$ cat src/rtl/cpu_bus_pkg.sv
// Shared types and helpers for the CPU bus-access sequencer.
// Covers request size encodings, FSM states and the beat-count arithmetic.
package cpu_bus_pkg;

  typedef enum logic [1:0] {
    SZ_BYTE = 2'b00,
    SZ_HALF = 2'b01,
    SZ_WORD = 2'b10,
    SZ_RSVD = 2'b11
  } size_e;

  typedef enum logic [1:0] {
    ST_IDLE,
    ST_SETUP,
    ST_WAIT,
    ST_RESP
  } state_e;

  localparam int BEAT_W = 3;

  // A request narrower than the bus still needs one beat.
  function automatic logic [BEAT_W-1:0] beat_count(input size_e size, input int bus_w);
    int bits;
    int n;
    bits = 8 << size;
    n    = bits / bus_w;
    if (n < 1) n = 1;
    return n[BEAT_W-1:0];
  endfunction

  function automatic logic size_ok(input size_e size, input int data_w);
    return (size != SZ_RSVD) && ((8 << size) <= data_w);
  endfunction

endpackage

$ cat src/rtl/cpu_bus_seq_if.sv
// CPU request/response and external bus signals of the sequencer.
// slave = sequencer view, master = CPU core / bus environment view.
interface cpu_bus_seq_if #(
  parameter int ADDR_W = 32,
  parameter int DATA_W = 32,
  parameter int BUS_W  = 8
);
  logic              i_req_valid;
  logic              o_req_ready;
  logic              i_req_we;
  logic [1:0]        i_req_size;
  logic [ADDR_W-1:0] i_req_addr;
  logic [DATA_W-1:0] i_req_wdata;
  logic              o_rsp_valid;
  logic              i_rsp_ready;
  logic [DATA_W-1:0] o_rsp_rdata;
  logic              o_rsp_err;
  logic              o_bus_clk;
  logic              o_bus_we;
  logic [ADDR_W-1:0] o_bus_addr;
  logic [BUS_W-1:0]  o_bus_data;
  logic [BUS_W-1:0]  i_bus_data;
  logic              i_bus_data_ready;
  logic              o_busy;

  modport slave (
    input  i_req_valid, i_req_we, i_req_size, i_req_addr, i_req_wdata,
    input  i_rsp_ready, i_bus_data, i_bus_data_ready,
    output o_req_ready, o_rsp_valid, o_rsp_rdata, o_rsp_err,
    output o_bus_clk, o_bus_we, o_bus_addr, o_bus_data, o_busy
  );

  modport master (
    output i_req_valid, i_req_we, i_req_size, i_req_addr, i_req_wdata,
    output i_rsp_ready, i_bus_data, i_bus_data_ready,
    input  o_req_ready, o_rsp_valid, o_rsp_rdata, o_rsp_err,
    input  o_bus_clk, o_bus_we, o_bus_addr, o_bus_data, o_busy
  );
endinterface

$ cat src/rtl/cpu_bus_timer.sv
// Per-beat wait counter; expired_o flags the cycle in which the limit is reached.
// LIMIT = 0 disables expiry entirely.
module cpu_bus_timer #(
  parameter int LIMIT = 255
) (
  input  logic clk_i,
  input  logic rst_ni,
  input  logic clr_i,
  input  logic en_i,
  output logic expired_o
);
  localparam int CNT_W = (LIMIT > 0) ? $clog2(LIMIT + 1) : 1;

  logic [CNT_W-1:0] cnt_q, cnt_d;

  always_comb begin
    cnt_d = cnt_q;
    if (clr_i) begin
      cnt_d = '0;
    end else if (en_i && !expired_o) begin
      cnt_d = cnt_q + 1'b1;
    end
  end

  always_ff @(posedge clk_i) begin
    if (!rst_ni) begin
      cnt_q <= '0;
    end else begin
      cnt_q <= cnt_d;
    end
  end

  // Expires during the LIMIT-th consecutive cycle without ready.
  generate
    if (LIMIT > 0) begin : g_limit
      assign expired_o = en_i && (cnt_q == CNT_W'(LIMIT - 1));
    end else begin : g_nolimit
      assign expired_o = 1'b0;
    end
  endgenerate

endmodule

$ cat src/rtl/cpu_bus_seq.sv
// Bus-access sequencer: splits a 1/2/4-byte load/store into little-endian
// BUS_W-wide beats, each handshaked on i_bus_data_ready with optional timeout.
module cpu_bus_seq
  import cpu_bus_pkg::*;
#(
  parameter int ADDR_W      = 32,
  parameter int DATA_W      = 32,
  parameter int BUS_W       = 8,
  parameter int TIMEOUT_CYC = 255
) (
  input logic          i_cpu_clk,
  input logic          i_rst_n,
  cpu_bus_seq_if.slave bus_if
);
  localparam int BPB = BUS_W / 8;

  state_e            state_q, state_d;
  logic [ADDR_W-1:0] addr_q, addr_d;
  size_e             size_q, size_d;
  logic              we_q, we_d;
  logic [DATA_W-1:0] wdata_q, wdata_d;
  logic [DATA_W-1:0] rdata_q, rdata_d;
  logic [BEAT_W-1:0] beat_q, beat_d;
  logic              err_q, err_d;
  logic [BEAT_W-1:0] nbeats;
  size_e             req_size;
  logic              tmr_clr, tmr_en, tmr_expired;

  function automatic logic [DATA_W-1:0] byte_mask(input size_e s);
    logic [DATA_W-1:0] m;
    m = '0;
    for (int i = 0; i < DATA_W / 8; i++) begin
      if (i < (1 << s)) m[i*8 +: 8] = 8'hFF;
    end
    return m;
  endfunction

  assign req_size = size_e'(bus_if.i_req_size);
  assign nbeats   = beat_count(size_q, BUS_W);

  assign tmr_clr = (state_q != ST_WAIT);
  assign tmr_en  = (state_q == ST_WAIT) && !bus_if.i_bus_data_ready;

  cpu_bus_timer #(.LIMIT(TIMEOUT_CYC)) u_timer (
    .clk_i     (i_cpu_clk),
    .rst_ni    (i_rst_n),
    .clr_i     (tmr_clr),
    .en_i      (tmr_en),
    .expired_o (tmr_expired)
  );

  always_comb begin
    state_d = state_q;
    addr_d  = addr_q;
    size_d  = size_q;
    we_d    = we_q;
    wdata_d = wdata_q;
    rdata_d = rdata_q;
    beat_d  = beat_q;
    err_d   = err_q;
    case (state_q)
      ST_IDLE: begin
        if (bus_if.i_req_valid) begin
          addr_d  = bus_if.i_req_addr;
          size_d  = req_size;
          we_d    = bus_if.i_req_we;
          rdata_d = '0;
          beat_d  = '0;
          // Masking store data here keeps unused upper bus lanes at zero.
          if (size_ok(req_size, DATA_W)) begin
            wdata_d = bus_if.i_req_we ? (bus_if.i_req_wdata & byte_mask(req_size)) : '0;
            err_d   = 1'b0;
            state_d = ST_SETUP;
          end else begin
            wdata_d = '0;
            err_d   = 1'b1;
            state_d = ST_RESP;
          end
        end
      end
      ST_SETUP: begin
        state_d = ST_WAIT;
      end
      ST_WAIT: begin
        if (bus_if.i_bus_data_ready) begin
          if (!we_q) begin
            rdata_d[int'(beat_q)*BUS_W +: BUS_W] = bus_if.i_bus_data;
            rdata_d = rdata_d & byte_mask(size_q);
          end
          if (beat_q == nbeats - 1'b1) begin
            state_d = ST_RESP;
          end else begin
            beat_d  = beat_q + 1'b1;
            state_d = ST_SETUP;
          end
        end else if (tmr_expired) begin
          err_d   = 1'b1;
          state_d = ST_RESP;
        end
      end
      ST_RESP: begin
        if (bus_if.i_rsp_ready) state_d = ST_IDLE;
      end
      default: state_d = ST_IDLE;
    endcase
  end

  always_ff @(posedge i_cpu_clk) begin
    if (!i_rst_n) begin
      state_q <= ST_IDLE;
      addr_q  <= '0;
      size_q  <= SZ_BYTE;
      we_q    <= 1'b0;
      wdata_q <= '0;
      rdata_q <= '0;
      beat_q  <= '0;
      err_q   <= 1'b0;
    end else begin
      state_q <= state_d;
      addr_q  <= addr_d;
      size_q  <= size_d;
      we_q    <= we_d;
      wdata_q <= wdata_d;
      rdata_q <= rdata_d;
      beat_q  <= beat_d;
      err_q   <= err_d;
    end
  end

  assign bus_if.o_req_ready = (state_q == ST_IDLE);
  assign bus_if.o_busy      = (state_q != ST_IDLE);
  assign bus_if.o_rsp_valid = (state_q == ST_RESP);
  assign bus_if.o_rsp_rdata = rdata_q;
  assign bus_if.o_rsp_err   = err_q;
  assign bus_if.o_bus_clk   = (state_q == ST_WAIT);
  assign bus_if.o_bus_we    = we_q && ((state_q == ST_SETUP) || (state_q == ST_WAIT));
  assign bus_if.o_bus_addr  = addr_q + ADDR_W'(int'(beat_q) * BPB);
  assign bus_if.o_bus_data  = wdata_q[int'(beat_q)*BUS_W +: BUS_W];

endmodule

$ cat src/flat_wrapper.sv
// flat-port wrapper written by rule: the top's interface ports become plain ports
module cpu_bus_seq_flat import cpu_bus_pkg::*;
#(
  parameter int ADDR_W      = 32,
  parameter int DATA_W      = 32,
  parameter int BUS_W       = 8,
  parameter int TIMEOUT_CYC = 255
)
  (i_cpu_clk, i_rst_n, bus_if_i_req_valid, bus_if_i_req_we, bus_if_i_req_size, bus_if_i_req_addr, bus_if_i_req_wdata, bus_if_i_rsp_ready, bus_if_i_bus_data, bus_if_i_bus_data_ready, bus_if_o_req_ready, bus_if_o_rsp_valid, bus_if_o_rsp_rdata, bus_if_o_rsp_err, bus_if_o_bus_clk, bus_if_o_bus_we, bus_if_o_bus_addr, bus_if_o_bus_data, bus_if_o_busy);
  cpu_bus_seq_if #(.ADDR_W(ADDR_W), .DATA_W(DATA_W), .BUS_W(BUS_W)) bus_if_i ();
  input logic i_cpu_clk;
  input logic i_rst_n;
  input wire logic [$bits(bus_if_i.i_req_valid)-1:0] bus_if_i_req_valid;
  input wire logic [$bits(bus_if_i.i_req_we)-1:0] bus_if_i_req_we;
  input wire logic [$bits(bus_if_i.i_req_size)-1:0] bus_if_i_req_size;
  input wire logic [$bits(bus_if_i.i_req_addr)-1:0] bus_if_i_req_addr;
  input wire logic [$bits(bus_if_i.i_req_wdata)-1:0] bus_if_i_req_wdata;
  input wire logic [$bits(bus_if_i.i_rsp_ready)-1:0] bus_if_i_rsp_ready;
  input wire logic [$bits(bus_if_i.i_bus_data)-1:0] bus_if_i_bus_data;
  input wire logic [$bits(bus_if_i.i_bus_data_ready)-1:0] bus_if_i_bus_data_ready;
  output wire logic [$bits(bus_if_i.o_req_ready)-1:0] bus_if_o_req_ready;
  output wire logic [$bits(bus_if_i.o_rsp_valid)-1:0] bus_if_o_rsp_valid;
  output wire logic [$bits(bus_if_i.o_rsp_rdata)-1:0] bus_if_o_rsp_rdata;
  output wire logic [$bits(bus_if_i.o_rsp_err)-1:0] bus_if_o_rsp_err;
  output wire logic [$bits(bus_if_i.o_bus_clk)-1:0] bus_if_o_bus_clk;
  output wire logic [$bits(bus_if_i.o_bus_we)-1:0] bus_if_o_bus_we;
  output wire logic [$bits(bus_if_i.o_bus_addr)-1:0] bus_if_o_bus_addr;
  output wire logic [$bits(bus_if_i.o_bus_data)-1:0] bus_if_o_bus_data;
  output wire logic [$bits(bus_if_i.o_busy)-1:0] bus_if_o_busy;
  assign bus_if_i.i_req_valid = bus_if_i_req_valid;
  assign bus_if_i.i_req_we = bus_if_i_req_we;
  assign bus_if_i.i_req_size = bus_if_i_req_size;
  assign bus_if_i.i_req_addr = bus_if_i_req_addr;
  assign bus_if_i.i_req_wdata = bus_if_i_req_wdata;
  assign bus_if_i.i_rsp_ready = bus_if_i_rsp_ready;
  assign bus_if_i.i_bus_data = bus_if_i_bus_data;
  assign bus_if_i.i_bus_data_ready = bus_if_i_bus_data_ready;
  assign bus_if_o_req_ready = bus_if_i.o_req_ready;
  assign bus_if_o_rsp_valid = bus_if_i.o_rsp_valid;
  assign bus_if_o_rsp_rdata = bus_if_i.o_rsp_rdata;
  assign bus_if_o_rsp_err = bus_if_i.o_rsp_err;
  assign bus_if_o_bus_clk = bus_if_i.o_bus_clk;
  assign bus_if_o_bus_we = bus_if_i.o_bus_we;
  assign bus_if_o_bus_addr = bus_if_i.o_bus_addr;
  assign bus_if_o_bus_data = bus_if_i.o_bus_data;
  assign bus_if_o_busy = bus_if_i.o_busy;
  cpu_bus_seq #(.ADDR_W(ADDR_W), .DATA_W(DATA_W), .BUS_W(BUS_W), .TIMEOUT_CYC(TIMEOUT_CYC)) u_core (.i_cpu_clk(i_cpu_clk), .i_rst_n(i_rst_n), .bus_if(bus_if_i));
endmodule
$ cat config.mk
export PLATFORM = sky130hd
export DESIGN_NAME = cpu_bus_seq_flat
export DESIGN_NICKNAME = d
export VERILOG_FILES = /design/src/rtl/cpu_bus_pkg.sv /design/src/rtl/cpu_bus_seq_if.sv /design/src/rtl/cpu_bus_timer.sv /design/src/rtl/cpu_bus_seq.sv /design/src/flat_wrapper.sv
export SDC_FILE = /design/constraint.sdc
export NUM_CORES = 1
export LEC_CHECK = 0
export CAP_MARGIN = 25
export CORE_MARGIN = 2
export CORE_UTILIZATION = 51
export DETAILED_ROUTE_END_ITERATION = 10
export MAX_ROUTING_LAYER = met4
export PLACE_DENSITY = 0.94
export SKIP_CTS_REPAIR_TIMING = 1
export SLEW_MARGIN = 20
export SYNTH_ARGS = -nofsm -noshare
export SYNTH_HDL_FRONTEND = slang
export SYNTH_SLANG_ARGS = --single-unit
$ cat constraint.sdc
create_clock -name i_cpu_clk -period 4.5 [get_ports i_cpu_clk]
set_input_delay 0.45 -clock i_cpu_clk [delete_from_list [all_inputs] [get_ports i_cpu_clk]]
set_output_delay 0.45 -clock i_cpu_clk [all_outputs]
set_load 0.02 [all_outputs]
; ---- Word level (Yosys, flattened, before mapping)
; Index checks and enable logic that the tools add are counted.
[totals]
ff_bits = 113
out_inout_bits = 78
in_bits = 80
wordCells = 125
[op_classes]
n_eq_ne = 15
n_shift = 7
muxes = 56
bitwise_logic = 4
reduce_logical = 18
addsub = 6
order_cmp = 10
[op_table]
columns = cell, n
row1 = 8-bit 2-to-1 mux, 32
row2 = 32-bit 2-to-1 mux, 5
row3 = 3-bit by 32-bit < comparator with 1-bit output (first input constant), 4
row4 = 32-bit AND, 2
row5 = 1-bit by 32-bit < comparator with 1-bit output (first input constant), 2
row6 = 2-bit by 32-bit < comparator with 1-bit output (first input constant), 2
row7 = 32-bit case mux with 2 select lines, 1
row8 = 1-bit by 2-bit left shift with 32-bit output (first input constant), 2
row9 = 4-bit by 2-bit left shift with 32-bit output (first input constant), 2
row10 = 6-bit negator with 33-bit output, 1
row11 = 8-bit by 33-bit variable shift with 32-bit output (first input constant), 1
row12 = 8-bit by 33-bit variable part select with 32-bit output, 1
row13 = 32-bit by 1-bit adder with 32-bit output, 1
row14 = 32-bit by 3-bit adder with 32-bit output, 1
row15 = 32-bit bitwise mux, 1
row16 = 32-bit by 7-bit <= comparator with 1-bit output (second input constant), 1
row17 = 32-bit by 2-bit < comparator with 1-bit output (second input constant), 1
row18 = 32-bit by 7-bit variable part select with 8-bit output, 1
row19 = 2-bit inequality test (second input constant), 8
row20 = 2-bit 2-to-1 mux, 6
row21 = 3-bit 2-to-1 mux, 4
row22 = 4-bit AND reduction, 3
row23 = 8-bit by 1-bit adder with 8-bit output (second input constant), 1
row24 = 8-bit == test (second input constant), 1
row25 = other kinds (22), 32

; ---- Logic depth before layout (Yosys ltp)
; Gate-level depths: netlist (run 1).
[logic_depth]
ltp_word = 11
mapped_depth = 8
mapped_depth_nobuf = 7

; ---- Hierarchy
; From an unflattened synthesis (run 1), not the netlist that was laid out.
[hier_totals]
cells_unflattened = 628
area_unflattened_um2 = 5585.4
[modules_own_cells]
columns = module, area_per_inst_um2, instances, cells_per_inst, seq_area_each_um2
row1 = cpu_bus_seq, 5152.4, 1, 579, 2102.0
row2 = cpu_bus_timer, 432.9, 1, 49, 160.2

; ---- Worst setup path before layout (run 1)
; No wires, ideal clock.
[synth_timing]
path_type = reg2reg
start = register u_core.beat_q[1]
end = register u_core.rdata_q[0] (netlist: u_core.bus_if.o_rsp_rdata[0])
synth_period_minus_slack_ns = 2.928
path_stages_with_launch = 9
setup_ns = 0.137
t_required_ns = 4.363
path_buffers = 1
t_arrival_ns = 2.791
slack_ns = 1.572
path_cell_list = dfxtp_1 -> buf_1 -> inv_1 -> ha_1 -> ha_1 -> or3b_4 -> a2111oi_4 -> mux2i_1 -> nor2_1
[synth_via]
elab_chain_len = 7
word_cells_on_any_way = 8
cone_classes = add/sub: 1 / shift: 2 / mux: 4 / bitwise: 1
[synth_rtl]
columns = element, line
row1 = "start, declared", cpu_bus_seq.sv:23  ; logic [BEAT_W-1:0] beat_q, beat_d;
row2 = "start signal, assigned", cpu_bus_seq.sv:125  ; beat_q <= beat_d;
row3 = 6-bit negator with 33-bit output *, cpu_bus_seq.sv:87  ; rdata_d[int'(beat_q)*BUS_W +: BUS_W] = bus_if.i_bus_data;
row4 = 8-bit by 33-bit variable part select with 32-bit output / 8-bit by 33-bit variable shift with 32-bit output (equally long branches), cpu_bus_seq.sv:87
row5 = 32-bit bitwise mux *, cpu_bus_seq.sv:87
row6 = 32-bit AND *, cpu_bus_seq.sv:88  ; rdata_d = rdata_d & byte_mask(size_q);
row7 = 32-bit 2-to-1 mux *, cpu_bus_seq.sv:86  ; if (!we_q) begin
row8 = 32-bit 2-to-1 mux *, cpu_bus_seq.sv:85  ; if (bus_if.i_bus_data_ready) begin
row9 = 32-bit case mux with 2 select lines *, cpu_bus_seq.sv:61  ; case (state_q)
row10 = "end signal, assigned", cpu_bus_seq.sv:124  ; rdata_q <= rdata_d;
row11 = "end, declared", cpu_bus_seq.sv:22  ; logic [DATA_W-1:0] rdata_q, rdata_d;
; Mark *: on every way between the ends. The rest lies on a longest branch, timed or not. The select of a mux whose other input is x is not followed.
; A chain may end at the register's enable or synchronous reset.

; ---- Final worst setup path (run 1)
[layout_timing]
start = register u_core.beat_q[1]
end = output port bus_if_o_bus_addr[30]
[layout_via]
elab_chain_len = 1
[layout_rtl]
columns = element, line
row1 = 32-bit by 3-bit adder with 32-bit output, cpu_bus_seq.sv:137  ; assign bus_if.o_bus_addr = addr_q + ADDR_W'(int'(beat_q) * BPB);
row2 = "end, declared", flat_wrapper.sv:27  ; output wire logic [$bits(bus_if_i.o_bus_addr)-1:0] bus_if_o_bus_addr;
; No other way between the ends.

==> results of run 1 <==
## flip-flops by register name, summed over array words and instances, names as in the netlist
name / flops
u_core.u_timer.cnt_q: 8
u_core.we_q: 1
u_core.size_q: 2
u_core.wdata_q: 32
u_core.bus_if.o_rsp_rdata: 32
u_core.bus_if.o_rsp_err: 1
u_core.addr_q: 32
u_core.state_q: 2
u_core.beat_q: 3
## layout by cell type, fill, tap and decap left out, types with 7 or more instances in the layout
| cell type | instances |
|---|---|
| nand2_1 | 102 |
| nand3_1 | 22 |
| xnor2_1 | 12 |
| a21oi_1 | 57 |
| a22oi_1 | 32 |
| dfxtp_1 | 113 |
| ha_1 | 14 |
| clkdlybuf4s50_1 | 157 |
| mux4_2 | 8 |
| nor4_1 | 7 |
| nor2_1 | 67 |
| inv_1 | 13 |
| xor2_1 | 25 |
| and2_1 | 14 |
| nand4_1 | 13 |
| clkbuf_16 | 16 |
| nor3_1 | 10 |
| o211ai_1 | 7 |
| mux2i_1 | 9 |
| a32oi_1 | 8 |
## through the flow
stage | hold slack, ns | std cells | cell area, µm² | utilization | setup WS [ns]
floorplan | 0.440 | 628 | 5370 | - | 1.57
global placement | 0.447 | 896 | 7040 | 0.685 | 1.09
detailed placement | 0.453 | 896 | 7040 | 0.685 | 0.995
CTS | 0.450 | 928 | 7650 | 0.744 | 0.387
global route | 0.462 | 928 | 7650 | 0.744 | 0.0941
finish | 0.467 | 928 | 7650 | 0.744 | 0.353
## cells by family after synthesis
| family | after synthesis | share of synthesized area |
|---|---|---|
| simple gates | 262 | 0.227 |
| mux | 19 | 0.0545 |
| buf+inv | 46 | 0.0326 |
| xor+xnor | 37 | 0.0604 |
| flops | 113 | 0.421 |
| fa+ha+maj | 15 | 0.0364 |
| compound gates | 136 | 0.167 |
## per-layer routing
metal	wire length (µm)	global-route usage	up-vias
met3	1280	0.0748	53
met1	6360	0.334	2634
met4	553	0.155	0
met2	8600	0.506	292
met5	0	-	-
li1	-	-	2546
## synthesized netlist by cell type, drive strengths merged (2+ instances only)
library cell	number
or3	4
ha	14
nand4	13
xnor2	12
o21a	2
nor2b	2
nor4	7
a21o	2
nor3	10
and3	2
clkbuf	25
o22ai	2
clkinv	2
xor2	25
nor2	67
o2111a	2
mux2i	9
and4	6
nand2b	3
a32oi	8
mux4	8
inv	13
o2111ai	3
and2	14
o211ai	7
nand3	22
nor3b	2
mux2	2
buf	6
o21ai	12
a22oi	32
a21oi	57
dfxtp	113
nand2	103
## where the power goes
group	internal, W	switching [W]	total, W
clock network	0.000865	0.000501	0.00137
logic	0.000435	0.000625	0.00106
registers	0.00111	0.000103	0.00121
## worst max-delay path by stage
stage,start,endpoint,slack (ns),depth (start not counted)
after floorplan,u_core.beat_q[1]$_SDFFE_PN0P_,u_core.bus_if.o_rsp_rdata[0]$_SDFFE_PN0P_,1.57,8
after global placement,u_core.beat_q[1]$_SDFFE_PN0P_,bus_if_o_bus_addr[30],1.09,6
after detailed placement,u_core.beat_q[1]$_SDFFE_PN0P_,bus_if_o_bus_addr[26],0.99,6
after CTS,u_core.beat_q[1]$_SDFFE_PN0P_,bus_if_o_bus_addr[26],0.39,6
after global routing,u_core.beat_q[1]$_SDFFE_PN0P_,bus_if_o_bus_addr[30],0.09,6
final,u_core.beat_q[1]$_SDFFE_PN0P_,bus_if_o_bus_addr[30],0.35,6
## layout make-up
| cell class | instances | area (µm²) |
|---|---|---|
| Inverter | 15 | 56.3 |
| Timing Repair Buffer | 163 | 1620 |
| Tap cell | 136 | 170 |
| Sequential cell | 113 | 2260 |
| Clock inverter | 14 | 180 |
| Clock buffer | 18 | 428 |
| Fill cell | 695 | 2630 |
| Multi-Input combinational cell | 469 | 2930 |
## worst min-delay path, cell delays in order (launching register included)
cell     delay, ns
dfxtp_1       0.31
nand2_1       0.06
a21oi_1       0.05
==> flow_metrics.tcl, run 1 <==
set metrics [dict create \
    status "completed" \
    synth_cells 628 \
    crit_path_cell_trace "fa_1 -> a21o_1 -> nand4b_1 -> nor4_1 -> xor2_1 -> clkdlybuf4s50_1" \
    crit_family "simple AND/OR/NAND/NOR gates" \
    port_buffers 157 \
    worst-path-buf-inv 1 \
    slowest_delay_ns 0.88 \
    worst_pin_slew_ns 1.00 \
    r2r_setup_slack_ns 1.04 \
    drc_errors 0 \
    vias_per_cell 5.95 \
    ys_ff_latch 113 \
    synth_cell_types 54 \
    fp.dieH_um 107 \
    cp.required_ns 4.05 \
    leakagePower_nw 2.80 \
    grt_max_degree 70 \
    netlist_top_cells_area "dfxtp_1 (42%), nand2_1 (7.2%), a21oi_1 (5.3%)" \
    cpMaxStageDelayCell "dfxtp_1" \
    final.period_utilization 0.922 \
    drt_iter0_drc 371 \
    fmax_mhz 241 \
    async_reset_ff_frac 0 \
    die-area_um2 11400 \
    finalHoldViolCount 0 \
    syn_to_final_growth_pct 42.4 \
    critPathArrivalTime_ns 3.70 \
    wl_um 16800 \
    worstReg2RegEnd "u_core.bus_if.o_rsp_rdata[7]$_SDFFE_PN0P_" \
    rsz0062_at_grt "false" \
    die_x_um 107 \
    finalNetCount 874 \
    hp-class "register to register" \
    postRouteAntennaNets 0 \
    setup-violations-final 0 \
    synth_top_area_cell "dfxtp_1" \
    reg2regPathDepth 7 \
    clk_path_buf_depth 2 \
    hold_start "u_core.bus_if.o_rsp_rdata[24]$_SDFFE_PN0P_" \
    n_antenna_cell 0 \
    first_pass_iters 5 \
    end_kind "primary output" \
    cp-start-kind "register" \
    vdd_drop_max_mv 0.324 \
    netlist_area_um2 5370 \
    cts_sinks 113 \
    grt_pass1_wl_um 26300 \
    yosysWarnings 0 \
    grt_overflow_total 0 \
    synth_top_area_frac 0.421 \
    start_util 0.522 \
    whs_path_depth 2 \
    power_w 0.00364 \
    critical_path_class "register to primary output" \
    drv_slew 0 \
    dp_hpwl_um 11400 \
    min_to "u_core.bus_if.o_rsp_rdata[24]$_SDFFE_PN0P_" \
    clk_latency_ns 0.53 \
    min_period_ns 4.15 \
    htreeDepth 4 \
    grt_pass1_vias 5425 \
    drive_above_1_share 0.0682 \
    ioPinCount 158 \
    cap_violations 0 \
    finalClockSkew_ns 0.00736 \
    wire_per_inst_um 18.1 \
    core_area_um2 10300 \
    p_per_area_nw_per_um2 475 \
    cts_tree "yes" \
    path_max_fanout 19 \
    synth.yosys.seq_area_share 0.421 \
    clockRootBuffer "clkbuf_8" \
    syn-num-nets 723 \
    synthFlopType "dfxtp_1" \
    gp_congestion 0.879 \
    vias 5525 \
    cts-buffers-inserted 17 \
    antenna_found_initial 0 \
    fp-row-count 37 \
    synth_area_per_cell_um2 8.55 \
    grt_use_total 0.302 \
    clk_pin_slew_ns 0.06 \
    worstReg2RegStart "u_core.beat_q[1]$_SDFFE_PN0P_" \
    fin_setup_tns_ns 0 \
    synth-edff-count 0 \
    maxSlewHeadroom 0.325 \
]
(Power assumes the default switching activity.)
==> run 2: changes to the inputs <==
==> constraint.sdc (replaced) <==
create_clock -name i_cpu_clk -period 4.5 [get_ports i_cpu_clk]
set_input_delay 1.35 -clock i_cpu_clk [delete_from_list [all_inputs] [get_ports i_cpu_clk]]
set_output_delay 1.35 -clock i_cpu_clk [all_outputs]
set_load 0.02 [all_outputs]
==> run 2 against run 1 <==
Net effect:
- register-to-register slack improved by 0.34 ns
- sequential cell count did not move
- critical path depth rose by 1
- non-clock buffer count rose by 6
- sequential power barely moved
- combinational power barely moved
- critical endpoint is now bus_if_o_bus_addr[25]
- final cell count rose by 0.65%
==> flow_metrics.tcl, run 2 (synthesized netlist as in run 1, its figures left out) <==
set metrics [dict create \
    seqPwrFrac 0.344 \
    sw_frac_of_total 0.343 \
    end_kind "primary output" \
    cpMaxStageDelayCell "clkdlybuf4s50_1" \
    cp.required_ns 3.15 \
    drc_errors 0 \
    grt_use_total 0.303 \
    path_max_fanout 12 \
    clkPwrFrac 0.353 \
    layout_common_cells "clkdlybuf4s50_1 (157), dfxtp_1 (113), nand2_1 (102)" \
    die_x_um 107 \
    finalHoldViolCount 0 \
    worst_pin_slew_ns 0.939 \
    p_int_w 0.00231 \
    cts_tree "yes" \
    wire_per_inst_um 17.6 \
    fin_setup_tns_ns 0 \
    seqCellArea_um2 2260 \
    drt_iter0_drc 450 \
    port_buffers 157 \
    wl_um 16400 \
    power_switching_w 0.00120 \
    core_area_um2 10300 \
    critPathArrivalTime_ns 3.05 \
    htreeDepth 4 \
    gp_congestion 0.872 \
    slowest_delay_ns 0.64 \
    dp_hpwl_um 11600 \
    start_util 0.522 \
    grt_overflow_total 0 \
    dpl-instance-area_um2 7070 \
    final_common_cell "clkdlybuf4s50_1" \
    ioPinCount 158 \
    power_w 0.00351 \
    grt_pass1_vias 5495 \
    cap_violations 0 \
    antenna_found_initial 0 \
    cts-buffers-inserted 17 \
    critical_path_class "register to primary output" \
    crit_family "buffers and inverters" \
    vias 5533 \
    final.period_utilization 0.977 \
    finalClockSkew_ns 0.00784 \
    rsz0062_at_grt "false" \
    clockRootBuffer "clkbuf_8" \
    fillerInstances 707 \
    grt_pass1_wl_um 26700 \
    min_period_ns 4.40 \
    worst-path-buf-inv 2 \
    n_antenna_cell 0 \
    setup-violations-final 0 \
    clk_latency_ns 0.52 \
    fp-row-count 37 \
    whs_ns 0.463 \
    status "completed" \
    multi_input_area_um2 2940 \
    hp-class "register to register" \
    drive_above_1_share 0.0739 \
    vdd_drop_max_mv 0.264 \
    drv_slew 0 \
    die-area_um2 11400 \
    postRouteAntennaNets 0 \
    fin_area_um2 7650 \
    clk_pin_slew_ns 0.06 \
    first_pass_iters 6 \
    leakagePower_nw 2.81 \
    cts_sinks 113 \
    cp-start-kind "register" \
    fp.dieH_um 107 \
    p_per_area_nw_per_um2 459 \
    finalNetCount 880 \
    clk_path_buf_depth 2 \
    maxSlewHeadroom 0.369 \
    crit_path_cell_trace "ha_1 -> and3_1 -> o211ai_1 -> buf_4 -> nor4_1 -> xor2_1 -> clkdlybuf4s50_1" \
    grt_max_degree 51 \
    p_comb_frac 0.302 \
    syn_to_final_growth_pct 42.4 \
    vias_per_cell 5.92 \
    fmax_mhz 227 \
]
[run 2: changes by cell type in the layout (fill, tap and decap cells not counted), sizes merged]
cell      before  now
bufinv         3    1
buf            6   12
clkinvlp       4    3
clkbuf        18   21
inv           17   16
clkinv         5    6
[run 2: power by group through the flow]
stage	Combinational (W)	Clock (W)	Sequential [W]
floorplan	0.000627	0	0.00122
global placement	0.00100	0	0.00121
detailed placement	0.00104	0	0.00122
CTS	0.00105	0.00125	0.00120
global route	0.00114	0.00130	0.00122
finish	0.00106	0.00124	0.00121
[run 2: worst min-delay path, stage by stage, from the launching register on]
cell and delay (ns):
dfxtp_1 0.31, nand2_1 0.05, a21oi_1 0.05
[run 2: final cells by class]
| class | count | share of cell area |
|---|---|---|
| multi-input combinational | 469 | 0.385 |
| sequential | 113 | 0.296 |
| timing repair buffer | 169 | 0.217 |
| clock buffer | 21 | 0.0587 |
| tap | 136 | 0.0223 |
| clock inverter | 11 | 0.0139 |
| inverter | 15 | 0.00736 |
[run 2: metrics by stage]
step	std cells	setup slack (ns)	util
after floorplan	628	1.06	-
after global placement	900	0.540	0.688
after CTS	932	-0.122	0.742
final	934	0.102	0.744
after global routing	934	0.00926	0.744
after detailed placement	900	0.455	0.688
[run 2: metal layers]
| layer | up-vias | part of all wire | track usage |
|---|---|---|---|
| met5 | - | 0 | - |
| met4 | 0 | 0.033 | 0.141 |
| met3 | 52 | 0.059 | 0.0620 |
| met2 | 269 | 0.51 | 0.508 |
| met1 | 2667 | 0.39 | 0.351 |
| li1 | 2545 | - | - |
[run 2: worst paths after layout]
| path | to | cells after the start | slack, ns | startpoint |
|---|---|---|---|---|
| max reg2reg | u_core.bus_if.o_rsp_rdata[6]$_SDFFE_PN0P_ | 8 | 1.38 | u_core.beat_q[0]$_SDFFE_PN0P_ |
| min reg2reg | u_core.bus_if.o_rsp_rdata[11]$_SDFFE_PN0P_ | 2 | 0.46 | u_core.bus_if.o_rsp_rdata[11]$_SDFFE_PN0P_ |
| min | u_core.bus_if.o_rsp_rdata[11]$_SDFFE_PN0P_ | 2 | 0.46 | u_core.bus_if.o_rsp_rdata[11]$_SDFFE_PN0P_ |
| max | bus_if_o_bus_addr[25] | 7 | 0.10 | u_core.beat_q[2]$_SDFFE_PN0P_ |
==> run 3: changes to the inputs <==
- CORE_UTILIZATION: 51 -> 35
- PLACE_DENSITY: 0.94 -> 0.71
- SKIP_LAST_GASP: not set -> 1
==> run 3 against run 2 <==
Net effect:
- sequential cell count did not move
- total power is 0.15% lower
- routed wire length is 7.4% lower
- final area rose by 1.0%
- critical path type unchanged
- critical endpoint is now bus_if_o_bus_addr[31]
==> flow_metrics.tcl, run 3 (synthesized netlist as in run 1, its figures left out) <==
set metrics [dict create \
    status "completed" \
    vdd_drop_max_mv 0.322 \
    die-area_um2 16300 \
    worstSetupPathDepth 7 \
    fillerInstances 1442 \
    path_max_fanout 10 \
    crit_family "buffers and inverters" \
    dp.cells 950 \
    final_cells 985 \
    hp-class "register to register" \
    clk_path_buf_depth 2 \
    port_buffers 157 \
    wire_per_inst_um 15.4 \
    critPathArrivalTime_ns 2.94 \
    grt_pass1_vias 4862 \
    cpMaxStageDelayCell "clkdlybuf4s50_1" \
    rsz0062_at_grt "false" \
    n_antenna_cell 0 \
    first_pass_iters 5 \
    fp-row-count 45 \
    critical_path.startpoint "u_core.beat_q[2]$_SDFFE_PN0P_" \
    antenna_found_initial 0 \
    clockRootBuffer "clkbuf_16" \
    grt_max_degree 44 \
    cp-start-kind "register" \
    grt_use_total 0.193 \
    r2r_setup_slack_ns 1.39 \
    vias 5132 \
    syn_to_final_growth_pct 43.9 \
    clk_latency_ns 0.42 \
    min_period_ns 4.29 \
    cts-buffers-inserted 17 \
    slowest_delay_ns 0.61 \
    finalClockSkew_ns 0.00987 \
    cts_tree "yes" \
    worstReg2RegStart "u_core.beat_q[0]$_SDFFE_PN0P_" \
    crit_path_cell_trace "ha_1 -> and3_1 -> o211ai_1 -> clkbuf_4 -> nor4_1 -> xor2_1 -> clkdlybuf4s50_1" \
    ioPinCount 158 \
    p_per_area_nw_per_um2 454 \
    final_common_cell "clkdlybuf4s50_1" \
    fin_setup_tns_ns 0 \
    die_x_um 128 \
    postRouteAntennaNets 0 \
    drive_above_1_share 0.0753 \
    gp_congestion 0.863 \
    cts_sinks 113 \
    clk_pin_slew_ns 0.05 \
    dp_hpwl_um 10800 \
    grt_pass1_wl_um 24300 \
    cp.required_ns 3.15 \
    drt_iter0_drc 234 \
    final.period_utilization 0.954 \
    hold_start "u_core.bus_if.o_rsp_rdata[14]$_SDFFE_PN0P_" \
    worst-path-buf-inv 2 \
    reg2regPathDepth 8 \
    worstReg2RegEnd "u_core.bus_if.o_rsp_rdata[7]$_SDFFE_PN0P_" \
    finalHoldViolCount 0 \
    grt_overflow_total 0 \
    worst_pin_slew_ns 0.875 \
    start_util 0.356 \
    maxSlewHeadroom 0.412 \
    wl_um 15200 \
    drc_errors 0 \
    core_area_um2 15100 \
    vias_per_cell 5.21 \
    fmax_mhz 233 \
    layout_common_cells "clkdlybuf4s50_1 (157), dfxtp_1 (113), nand2_1 (102)" \
    fp.dieH_um 128 \
    finalNetCount 879 \
    end_kind "primary output" \
    setup_ws_ns 0.207 \
    cap_violations 0 \
    crit_end "bus_if_o_bus_addr[31]" \
    pre_cts_ws_ns 0.378 \
    leakagePower_nw 2.80 \
    drv_slew 0 \
    htreeDepth 4 \
    setup-violations-final 0 \
    critical_path_class "register to primary output" \
]
==> run 3: cell types whose count changed in the layout (fill, tap and decap cells not counted), sizes merged <==
cell / delta
buf: -2
clkinv: +2
clkbuf: -3
clkinvlp: +2
==> run 3: worst min path at each step <==
stage	to	cells past startpoint	slack [ns]
final	u_core.bus_if.o_rsp_rdata[14]$_SDFFE_PN0P_	2	0.45
after global placement	u_core.bus_if.o_rsp_rdata[29]$_SDFFE_PN0P_	2	0.44
after floorplan	u_core.addr_q[0]$_SDFFE_PN0P_	2	0.44
after global routing	u_core.bus_if.o_rsp_rdata[24]$_SDFFE_PN0P_	2	0.47
after detailed placement	u_core.bus_if.o_rsp_rdata[14]$_SDFFE_PN0P_	2	0.44
after CTS	u_core.bus_if.o_rsp_rdata[14]$_SDFFE_PN0P_	2	0.45
==> run 3: per-stage QoR <==
| step | power (W) | hold slack [ns] | cell area [µm²] | util |
|---|---|---|---|---|
| 2_1_floorplan | 0.00185 | 0.440 | 5370 | - |
| 3_3_place_gp | 0.00226 | 0.440 | 7140 | 0.473 |
| 3_5_place_dp | 0.00227 | 0.444 | 7140 | 0.473 |
| 4_1_cts | 0.00353 | 0.451 | 7700 | 0.510 |
| 5_1_grt | 0.00368 | 0.471 | 7720 | 0.512 |
| 6_report | 0.00350 | 0.445 | 7720 | 0.512 |
==> run 3: power breakdown <==
group          switching, W  internal, W  leakage [nW]
Combinational      0.000609     0.000439          1.62
Clock              0.000491     0.000761         0.262
Sequential        0.0000955      0.00111         0.917
Total               0.00120      0.00231          2.80
==> run 3: metal layers <==
layer,global-route usage,wire length (µm)
met1,0.234,6730
met4,0.0789,361
met5,-,0
met2,0.311,7270
met3,0.0430,846
==> run 3: area by class of cell <==
| cell class | instances | area (µm²) | share of cell area |
|---|---|---|---|
| repair buffers | 168 | 1670 | 0.216 |
| well taps | 188 | 235 | 0.0305 |
| clock inverters | 15 | 139 | 0.0180 |
| flip-flops and latches | 113 | 2260 | 0.293 |
| multi-input cells | 469 | 2940 | 0.381 |
| inverters | 15 | 56.3 | 0.00729 |
| clock buffers | 17 | 425 | 0.0551 |
==> run 3: worst register-to-register path, cell delays in order (launching register included) <==
cell and delay, ns:
dfxtp_1 0.34, buf_4 0.34, inv_1 0.16, ha_1 0.23, ha_1 0.36, or3b_4 0.44, a2111oi_4 0.81, mux2i_1 0.27
nor2_1 0.05
==> variant: new RTL, config.mk and constraints of run 1 <==
The 4 states of `state_e` get a one-hot encoding in 4 bits.
--- a/src/rtl/cpu_bus_pkg.sv
+++ b/src/rtl/cpu_bus_pkg.sv
@@ -9,11 +9,11 @@
     SZ_RSVD = 2'b11
   } size_e;
 
-  typedef enum logic [1:0] {
-    ST_IDLE,
-    ST_SETUP,
-    ST_WAIT,
-    ST_RESP
+  typedef enum logic [3:0] {
+    ST_IDLE  = 4'b0001,
+    ST_SETUP = 4'b0010,
+    ST_WAIT  = 4'b0100,
+    ST_RESP  = 4'b1000
   } state_e;
 
   localparam int BEAT_W = 3;
Check against the original RTL: same outputs for any inputs over 4 cycles, from zero or initial values and one cycle with i_rst_n low; so few cycles prove little.
==> variant against run 1 <==
  * Routed wire length fell by 4.9%
  * Non-clock buffer count did not move
  * First-iteration DRC count fell by 17%
  * Register-to-register slack improved by 0.30 ns
  * Synthesized area rose by 0.84%
  * Design area rose by 0.64%
  * Worst setup slack improved by 0.54 ns
  * Clock skew rose by 0.0022 ns
  * Sequential cell count rose by 2
  * Critical endpoint is now bus_if_o_bus_addr[31]
Power is not compared: it rests on default switching activity, and its combinational part moved more than twofold at a synthesized area within 25%.
==> variant: results (changes against run 1) <==
synth top area cells dfxtp_1, a21oi_1, nand2_1 (was dfxtp_1, nand2_1, a21oi_1); multi-input logic portion of the cell area 37.65% (was 38.37%); Non-clk invs 10 (was 15); gr usage total 28.55% (was 30.19%); largest net degree at the start of global routing 43 (was 70); Layout area overhead 42.15% (was 42.44%); CP max FO 10 (was 19); fill cell count 677 (was 695); vias 5501 (was 5525); CP Capture Point bus_if_o_bus_addr[31] (was bus_if_o_bus_addr[30]); status finished clean (unchanged); post-synth net total 703 (was 723); post-synthesis compound-gate area fraction 20.31% (was 16.73%); Reg2Reg Capture Point u_core.bus_if.o_rsp_rdata[26] (was u_core.bus_if.o_rsp_rdata[7]); TritonCTS buffer count 17 (unchanged); first-pass GRT wire length 25.47 mm (was 26.26 mm); worst reg2reg setup slack 1.34 ns (was 1.04 ns); xor and xnor area share after synthesis 5.500% (was 6.036%); worst-skew pair later-pin latency 0.51 ns (was 0.53 ns); R2R depth 8 (was 7); synth unique cells 61 (was 54); Iter 0 DRT Violations 309 (was 371); GPL Wtd Cong 0.9363 (was 0.8785); relative area of clock buffers and inverters in the final design 8.405% (was 7.952%); Crit-path slowest cell clkdlybuf4s50_1 (was dfxtp_1); wire per inst 17.60 µm (was 18.10 µm); CP max stage delay 0.65 ns (was 0.88 ns); Non-clock buffering overhead 21.26% (was 21.14%); clk sinks 115 (was 113); number of global-route vias before repair 5327 (was 5425); hpwl dp 11.17 mm (was 11.42 mm); Clock Skew 0.009512 ns (was 0.007358 ns); multi-input gates 452 (was 469); Hold Crit Start u_core.addr_q[2] (was u_core.bus_if.o_rsp_rdata[24]); adder-cell area share of the yosys netlist 2.219% (was 3.636%); mux contribution to synthesized area 3.328% (was 5.453%); worst r2r src u_core.beat_q[0] (was u_core.beat_q[1]); top post-synthesis cells by count dfxtp_1, nand2_1, a21oi_1, nand4_1, a22o_1 (was dfxtp_1, nand2_1, nor2_1, a21oi_1, a22oi_1); final net count 848 (was 874); Clock buffer cells 19 (was 18); crit path DAT 3.15 ns (was 3.70 ns); CTS Buffer Depth 2 (unchanged); Register Area 2302 µm² (was 2262 µm²); Multi-input gate area 2898 µm² (was 2934 µm²); Max-Slew Margin vs Limit 33.53% (was 32.49%); Worst Hold End u_core.addr_q[2] (was u_core.bus_if.o_rsp_rdata[24]); share of layout cells above drive strength 1 7.393% (was 6.818%); Post-DP Area 7042 µm² (was 7039 µm²)
-- variant: cells by family (layout without fill, tap and decap cells) --
logic type | after synthesis | count (layout)
multiplexers | 8 | 8
AND/OR/NAND/NOR | 228 | 228
AO/OA/AOI/OAI | 173 | 173
buffers and inverters | 47 | 204
XOR/XNOR | 34 | 34
flip-flops | 115 | 115
adder cells (fa/ha/maj) | 9 | 9
-- variant: stage by stage --
stage | power [W] | instances | setup WS [ns] | hold WS (ns)
floorplan | 0.001297 | 614 | 1.990 | 0.4394
global placement | 0.001459 | 875 | 1.589 | 0.4459
detailed placement | 0.001480 | 876 | 1.450 | 0.4576
CTS | 0.002929 | 907 | 0.9120 | 0.4666
global route | 0.003013 | 907 | 0.7070 | 0.4901
finish | 0.002924 | 907 | 0.8979 | 0.4683
-- variant: layer usage --
layer	up-vias	share of wire [%]	track usage (%)
met1	2595	39	33.92
met5	-	0	-
met3	50	8.5	6.261
met4	0	2.9	11.87
met2	312	50	46.93
li1	2544	-	-
